<file path="src/rtl/sys_tx_sched_pkg.sv">
// sys_tx_sched_pkg
//   Shared definitions for the transmit-side scheduler: scheduler state
//   encoding and the default busy-rise timeout.
package sys_tx_sched_pkg;

    typedef enum logic [1:0] {
        IDLE      = 2'b00,
        SEND      = 2'b01,
        WAIT_RISE = 2'b10,
        WAIT_FALL = 2'b11
    } sched_state_t;

    localparam int unsigned BUSY_TO_DEFAULT = 15;

endpackage

</file>
<file path="src/rtl/sys_tx_sched_slot.sv">
// tx_hold_slot
//   Single-entry hold register for one requester of the UART transmitter.
//   Ports:
//     clck    - system clock, rising edge
//     rst     - asynchronous active-low reset
//     strobe  - one-cycle capture strobe for din
//     din     - incoming data
//     load    - scheduler takes the slot contents this cycle (frees the slot)
//     full    - slot holds data not yet taken
//     dout    - held data
//     overrun - one-cycle pulse, a strobe hit a full slot and was dropped
module tx_hold_slot
    import sys_tx_sched_pkg::*;
#(
    parameter int unsigned DW = 8
) (
    input  logic          clck,
    input  logic          rst,
    input  logic          strobe,
    input  logic [DW-1:0] din,
    input  logic          load,
    output logic          full,
    output logic [DW-1:0] dout,
    output logic          overrun
);

    always_ff @(posedge clck or negedge rst) begin
        if (!rst) begin
            full    <= 1'b0;
            dout    <= '0;
            overrun <= 1'b0;
        end else begin
            // A slot being emptied this cycle can accept new data at once.
            overrun <= strobe && full && !load;
            if (strobe && (!full || load)) begin
                dout <= din;
                full <= 1'b1;
            end else if (load) begin
                full <= 1'b0;
            end
        end
    end

endmodule

</file>
<file path="src/rtl/sys_tx_sched.sv">
// sys_tx_sched
//   Shares the UART transmitter between register-file read data (1 byte)
//   and ALU results (2 bytes, low byte first). Register-file data has fixed
//   priority. Each byte is offered with tx_valid while tx_busy is low; if
//   tx_busy does not rise within BUSY_TO cycles the byte is taken as sent.
//   Ports:
//     clck, rst              - clock, asynchronous active-low reset
//     RdData, RdData_valid   - register-file data and its strobe
//     ALU_OUT, ALU_OUT_valid - ALU result and its strobe
//     tx_busy                - UART TX busy
//     tx_data, tx_valid      - byte to UART TX and its one-cycle strobe
//     frame_done             - pulse when the last byte of a result completes
//     overrun                - pulse when an incoming result is dropped
//     sched_busy             - scheduler active or a slot is occupied
module sys_tx_sched
    import sys_tx_sched_pkg::*;
#(
    parameter int unsigned WIDTH   = 8,
    parameter int unsigned BUSY_TO = BUSY_TO_DEFAULT
) (
    input  logic               clck,
    input  logic               rst,
    input  logic [WIDTH-1:0]   RdData,
    input  logic               RdData_valid,
    input  logic [2*WIDTH-1:0] ALU_OUT,
    input  logic               ALU_OUT_valid,
    input  logic               tx_busy,
    output logic [WIDTH-1:0]   tx_data,
    output logic               tx_valid,
    output logic               frame_done,
    output logic               overrun,
    output logic               sched_busy
);

    localparam int unsigned       CW      = (BUSY_TO > 1) ? $clog2(BUSY_TO) : 1;
    localparam logic [CW-1:0]     TO_LAST = CW'(BUSY_TO - 1);

    sched_state_t       state_q, state_d;
    logic [WIDTH-1:0]   hi_reg;
    logic               bytes_left;
    logic [CW-1:0]      to_cnt;

    logic               rf_full, alu_full;
    logic [WIDTH-1:0]   rf_data;
    logic [2*WIDTH-1:0] alu_data;
    logic               rf_overrun, alu_overrun;

    logic               ld_rf, ld_alu, ld_hi;
    logic               cnt_clr, cnt_inc;
    logic               byte_done;

    tx_hold_slot #(.DW(WIDTH)) u_rf_slot (
        .clck    (clck),
        .rst     (rst),
        .strobe  (RdData_valid),
        .din     (RdData),
        .load    (ld_rf),
        .full    (rf_full),
        .dout    (rf_data),
        .overrun (rf_overrun)
    );

    tx_hold_slot #(.DW(2*WIDTH)) u_alu_slot (
        .clck    (clck),
        .rst     (rst),
        .strobe  (ALU_OUT_valid),
        .din     (ALU_OUT),
        .load    (ld_alu),
        .full    (alu_full),
        .dout    (alu_data),
        .overrun (alu_overrun)
    );

    // State register
    always_ff @(posedge clck or negedge rst) begin
        if (!rst) state_q <= IDLE;
        else      state_q <= state_d;
    end

    // Next-state and datapath control
    always_comb begin
        state_d   = state_q;
        ld_rf     = 1'b0;
        ld_alu    = 1'b0;
        ld_hi     = 1'b0;
        cnt_clr   = 1'b0;
        cnt_inc   = 1'b0;
        byte_done = 1'b0;
        unique case (state_q)
            IDLE: begin
                if (rf_full) begin
                    ld_rf   = 1'b1;
                    state_d = SEND;
                end else if (alu_full) begin
                    ld_alu  = 1'b1;
                    state_d = SEND;
                end
            end
            SEND: begin
                if (!tx_busy) begin
                    cnt_clr = 1'b1;
                    state_d = WAIT_RISE;
                end
            end
            WAIT_RISE: begin
                if (tx_busy)                state_d   = WAIT_FALL;
                else if (to_cnt == TO_LAST) byte_done = 1'b1;
                else                        cnt_inc   = 1'b1;
            end
            WAIT_FALL: begin
                if (!tx_busy) byte_done = 1'b1;
            end
            default: state_d = IDLE;
        endcase
        // Timeout in WAIT_RISE shares the WAIT_FALL exit action.
        if (byte_done) begin
            if (bytes_left) begin
                ld_hi   = 1'b1;
                state_d = SEND;
            end else begin
                state_d = IDLE;
            end
        end
    end

    // Outputs
    always_comb begin
        tx_valid   = (state_q == SEND) && !tx_busy;
        frame_done = byte_done && !bytes_left;
        overrun    = rf_overrun || alu_overrun;
        sched_busy = (state_q != IDLE) || rf_full || alu_full;
    end

    // tx_data doubles as the current-byte register: it is loaded only when
    // a new byte is selected, so it holds its value between sends.
    always_ff @(posedge clck or negedge rst) begin
        if (!rst) begin
            tx_data    <= '0;
            hi_reg     <= '0;
            bytes_left <= 1'b0;
            to_cnt     <= '0;
        end else begin
            if (ld_rf) begin
                tx_data    <= rf_data;
                bytes_left <= 1'b0;
            end else if (ld_alu) begin
                tx_data    <= alu_data[WIDTH-1:0];
                hi_reg     <= alu_data[2*WIDTH-1:WIDTH];
                bytes_left <= 1'b1;
            end else if (ld_hi) begin
                tx_data    <= hi_reg;
                bytes_left <= 1'b0;
            end
            if (cnt_clr)      to_cnt <= '0;
            else if (cnt_inc) to_cnt <= to_cnt + 1'b1;
        end
    end

endmodule

</file>
<file path="config.mk">
export PLATFORM = sky130hd
export DESIGN_NAME = sys_tx_sched
export DESIGN_NICKNAME = d
export VERILOG_FILES = /design/src/rtl/sys_tx_sched_pkg.sv /design/src/rtl/sys_tx_sched_slot.sv /design/src/rtl/sys_tx_sched.sv
export SDC_FILE = /design/constraint.sdc
export NUM_CORES = 1
export LEC_CHECK = 0
export BUFFER_PORTS_ARGS = -buffer_cell sky130_fd_sc_hd__buf_2
export CORE_ASPECT_RATIO = 1.75
export CORE_MARGIN = 3
export CORE_UTILIZATION = 30
export CTS_BUF_LIST = sky130_fd_sc_hd__clkbuf_2 sky130_fd_sc_hd__clkbuf_4 sky130_fd_sc_hd__clkbuf_8
export CTS_CLUSTER_SIZE = 28
export DETAILED_ROUTE_END_ITERATION = 7
export HOLD_SLACK_MARGIN = 0.12
export MAX_ROUTING_LAYER = met4
export SLEW_MARGIN = 10
export SYNTH_ARGS = -nofsm -noshare
export SYNTH_HDL_FRONTEND = slang
export SYNTH_SLANG_ARGS = --single-unit
export TNS_END_PERCENT = 1
</file>
<file path="constraint.sdc">
create_clock -name clck -period 1.7 [get_ports clck]
set_input_delay 0.34 -clock clck [delete_from_list [all_inputs] [get_ports clck]]
set_output_delay 0.34 -clock clck [all_outputs]
set_load 0.05 [all_outputs]
</file>
==> summary.txt <==
Min path
  – Cells on Worst Hold Path: 2
  – HP Class: input port to flop
  – Critical hold path startpoint: ALU_OUT_valid
  – Worst Hold End: u_alu_slot.full$_DFFE_PN0P_

Setup path
  – CP max stage cell: dfrtp_1
  – R2R setup slack: 0 ns
  – Setup Crit Path Kind: flop to output pin
  – CP Max Fanout: 3
  – Critical path's largest stage delay: 0.41 ns
  – CP required: 1.36 ns
  – Arrival @ worst endpoint: 1.43 ns
  – Worst r2r src: state_q[1]$_DFFE_PN0P_
  – Critical path, cell by cell: inv_2 > ha_4 > a41oi_4 > nor3_4 > buf_6
  – Setup crit start kind: flop
  – Reg2Reg Depth: 7
  – FF-to-FF End: hi_reg[3]$_DFFE_PN0P_
  – Crit end category: output pin

Yosys
  – Syn Inst Count: 205
  – Post-Syn Nets: 241
  – Flops & latches, synth: 51
  – Synth unique cells: 34
  – Ys flop type: dfrtp_1
  – Mean Syn Cell Area: 11.75 sq um
  – Synth warn: 0
  – Post-synth EDFFs: 0
  – Mapped Area: 2409 sq um
  – Seq/Total Area, Yosys: 52.99%
  – FFs w/ async S/R, synth: 100.0%

CTS
  – TritonCTS Buffers: 5
  – CTS tree: yes
  – Clock Latency Late Sink: 0.31 ns
  – Max clock buf depth: 2
  – CTS sink count: 51
  – Clock transition at path regs: 0.09 ns
  – Root Driver: clkbuf_8
  – CTS H-tree lvls: 2

Floorplanning
  – # rows: 42
  – Top Ports: 41
  – Die Ht: 124.5 um
  – Core Region: 7672 sq um
  – Die W: 73.73 um
  – Overall die area: 9182 sq um
  – Initial core utilization: 31.39%

Timing
  – Crit path time final: 1.767 ns
  – Slew @ Worst Pin: 0.3656 ns
  – Fin Hold WS: 0.2485 ns
  – RSZ-0062 raised after global routing: yes
  – Fmax: 566.0 MHz
  – Fin. max-slew vios: 0
  – Fin crit share: 103.9%
  – Clock skew: 0.01282 ns
  – Final-report hold violation count: 0
  – # setup viols final: 3
  – Setup TNS: -0.1110 ns
  – Slew Limit Headroom: 75.63%
  – Fin worst setup slack: -0.06678 ns

Layout
  – Largest register FFs: 16
  – Area of the multi-input gates: 1094 sq um
  – Sequential cell area: 1277 sq um
  – Register with the most flip-flops: u_alu_slot.dout
  – FILL cells: 759
  – Antenna cells: 0
  – Ratio of cells with drive above 1 in the final layout: 46.42%
  – P&R area growth vs syn: 27.01%
  – Final net count: 300

Power and ir drop
  – Maximum vdd drop: 551.4 uV
  – Pwr dens: 1853 nW/um^2
  – Leak: 1.401 nW
  – Tot Pwr: 5.669 mW

Place
  – Buffers on Ports: 40
  – Hpwl dp: 3919 um
  – GPL Wtd Cong: 0.8289

Drt
  – Avg Vias per Cell: 4.915
  – Drt first pass iters: 4
  – Initial DRC count: 29
  – Post-DRT Antenna Nets: 0
  – WL per Instance: 14.28 um
  – Residual DRC: 0
  – Vias: 1735
  – Final wirelength: 5040 um

Global route
  – First-pass GRT wire length: 8652 um
  – Initial antenna violation count: 0
  – Largest net degree at the start of global routing: 28
  – Gr ovfl total: 0
  – Gr usage total: 12.70%
  – Vias in the first global route: 1740

Outcome
  – Outcome: finished with violations
  – Failing checks: negative setup slack

Job
  – Maxcap violations: 0
-- power by group --
part / internal, mW / switching, mW / leakage, nW / total [mW]
Sequential: 1.77 / 0.372 / 0.620 / 2.14
Clock: 0.304 / 0.384 / 0.0446 / 0.688
Combinational: 1.35 / 1.49 / 0.736 / 2.84
Total: 3.43 / 2.24 / 1.40 / 5.67
-- critical path: cells and delay by family (launching register included) --
kind / cells / cell delay, ns
simple gates: 1 / 0.14
flops: 1 / 0.41
fa+ha+maj: 1 / 0.16
compound gates: 1 / 0.13
buf+inv: 2 / 0.27
-- through the flow --
| step | cell area (sq um) | setup WS [ns] | cells | utilization (%) |
|---|---|---|---|---|
| after global routing | 3059 | -0.1647 | 353 | 39.87 |
| final | 3059 | -0.06678 | 353 | 39.87 |
| after floorplan | 2422 | -0.02139 | 205 | - |
| after detailed placement | 2826 | 0.03235 | 338 | 36.84 |
| after CTS | 3032 | -0.09117 | 352 | 39.51 |
| after global placement | 2826 | 0.06792 | 338 | 36.84 |
-- cell families after synthesis --
group / after synthesis / synth area share, %
simple gates: 45 / 8.935
compound gates: 43 / 12.94
flops: 51 / 52.99
fa+ha+maj: 7 / 3.636
buf+inv: 23 / 4.727
xor+xnor: 3 / 1.091
mux: 33 / 15.69
-- repair_timing --
| action | CTS | global route |
|---|---|---|
| hold endpoints to repair | 9 | 0 |
| setup endpoints to repair | 3 | 46 |
| setup buffers | 5 | 1 |
| hold buffers | 1 | 0 |
| pin swaps | 2 | 1 |
| resized for setup | 20 | 11 |
-- worst max path at each step --
stage / slack, ns / startpoint / to
3_5_place_dp: 0.03 / state_q[0]$_DFFE_PN0P_ / frame_done
5_1_grt: -0.16 / u_alu_slot.full$_DFFE_PN0P_ / sched_busy
3_3_place_gp: 0.07 / state_q[0]$_DFFE_PN0P_ / frame_done
2_1_floorplan: -0.02 / state_q[0]$_DFFE_PN0P_ / frame_done
4_1_cts: -0.09 / state_q[0]$_DFFE_PN0P_ / frame_done
6_report: -0.07 / state_q[0]$_DFFE_PN0P_ / frame_done
-- synthesized netlist by cell type, types with 3 or more instances --
cell	count	area share [%]
buf_2	4	0.83
dfrtp_1	51	53
inv_1	14	2.2
nor2_1	23	3.6
ha_1	7	3.6
buf_6	3	1.4
a31oi_1	8	2.1
mux2_2	30	14
o21ai_0	11	2.3
o22a_1	8	2.9
a21oi_1	9	1.9
nand2_1	7	1.1
-- final cells by class --
type	count	area share [%]
Clock buffer	6	2.495
Clock inverter	2	0.4090
Inverter	14	1.718
Multi-Input combinational cell	131	35.75
Sequential cell	51	41.76
Tap cell	88	3.599
Timing Repair Buffer	61	14.27
-- cells in the final DEF (no fill, tap or decap), types with 3 or more instances in the layout --
| cell type | Yosys | final |
|---|---|---|
| dfrtp_1 | 51 | 50 |
| buf_2 | 4 | 37 |
| mux2_2 | 30 | 29 |
| nor2_1 | 23 | 22 |
| buf_4 | 0 | 14 |
| inv_1 | 14 | 10 |
| a21oi_1 | 9 | 9 |
| a31oi_1 | 8 | 8 |
| o22a_1 | 8 | 8 |
| o21ai_0 | 11 | 6 |
| nand2_1 | 7 | 5 |
| clkbuf_8 | 0 | 5 |
| buf_6 | 3 | 5 |
| inv_2 | 0 | 4 |
| o21ai_1 | 0 | 4 |
| buf_12 | 0 | 4 |
| mux2_4 | 2 | 3 |
| ha_4 | 0 | 3 |
-- routing by layer --
metal	share of wire, %	global-route usage (%)	up-vias
met5	0	-	-
met4	3.2	6.190	0
met3	3.3	2.181	10
met2	54	20.87	33
met1	39	14.51	858
li1	-	-	834
Note: power is estimated with default switching activity, not from simulation.
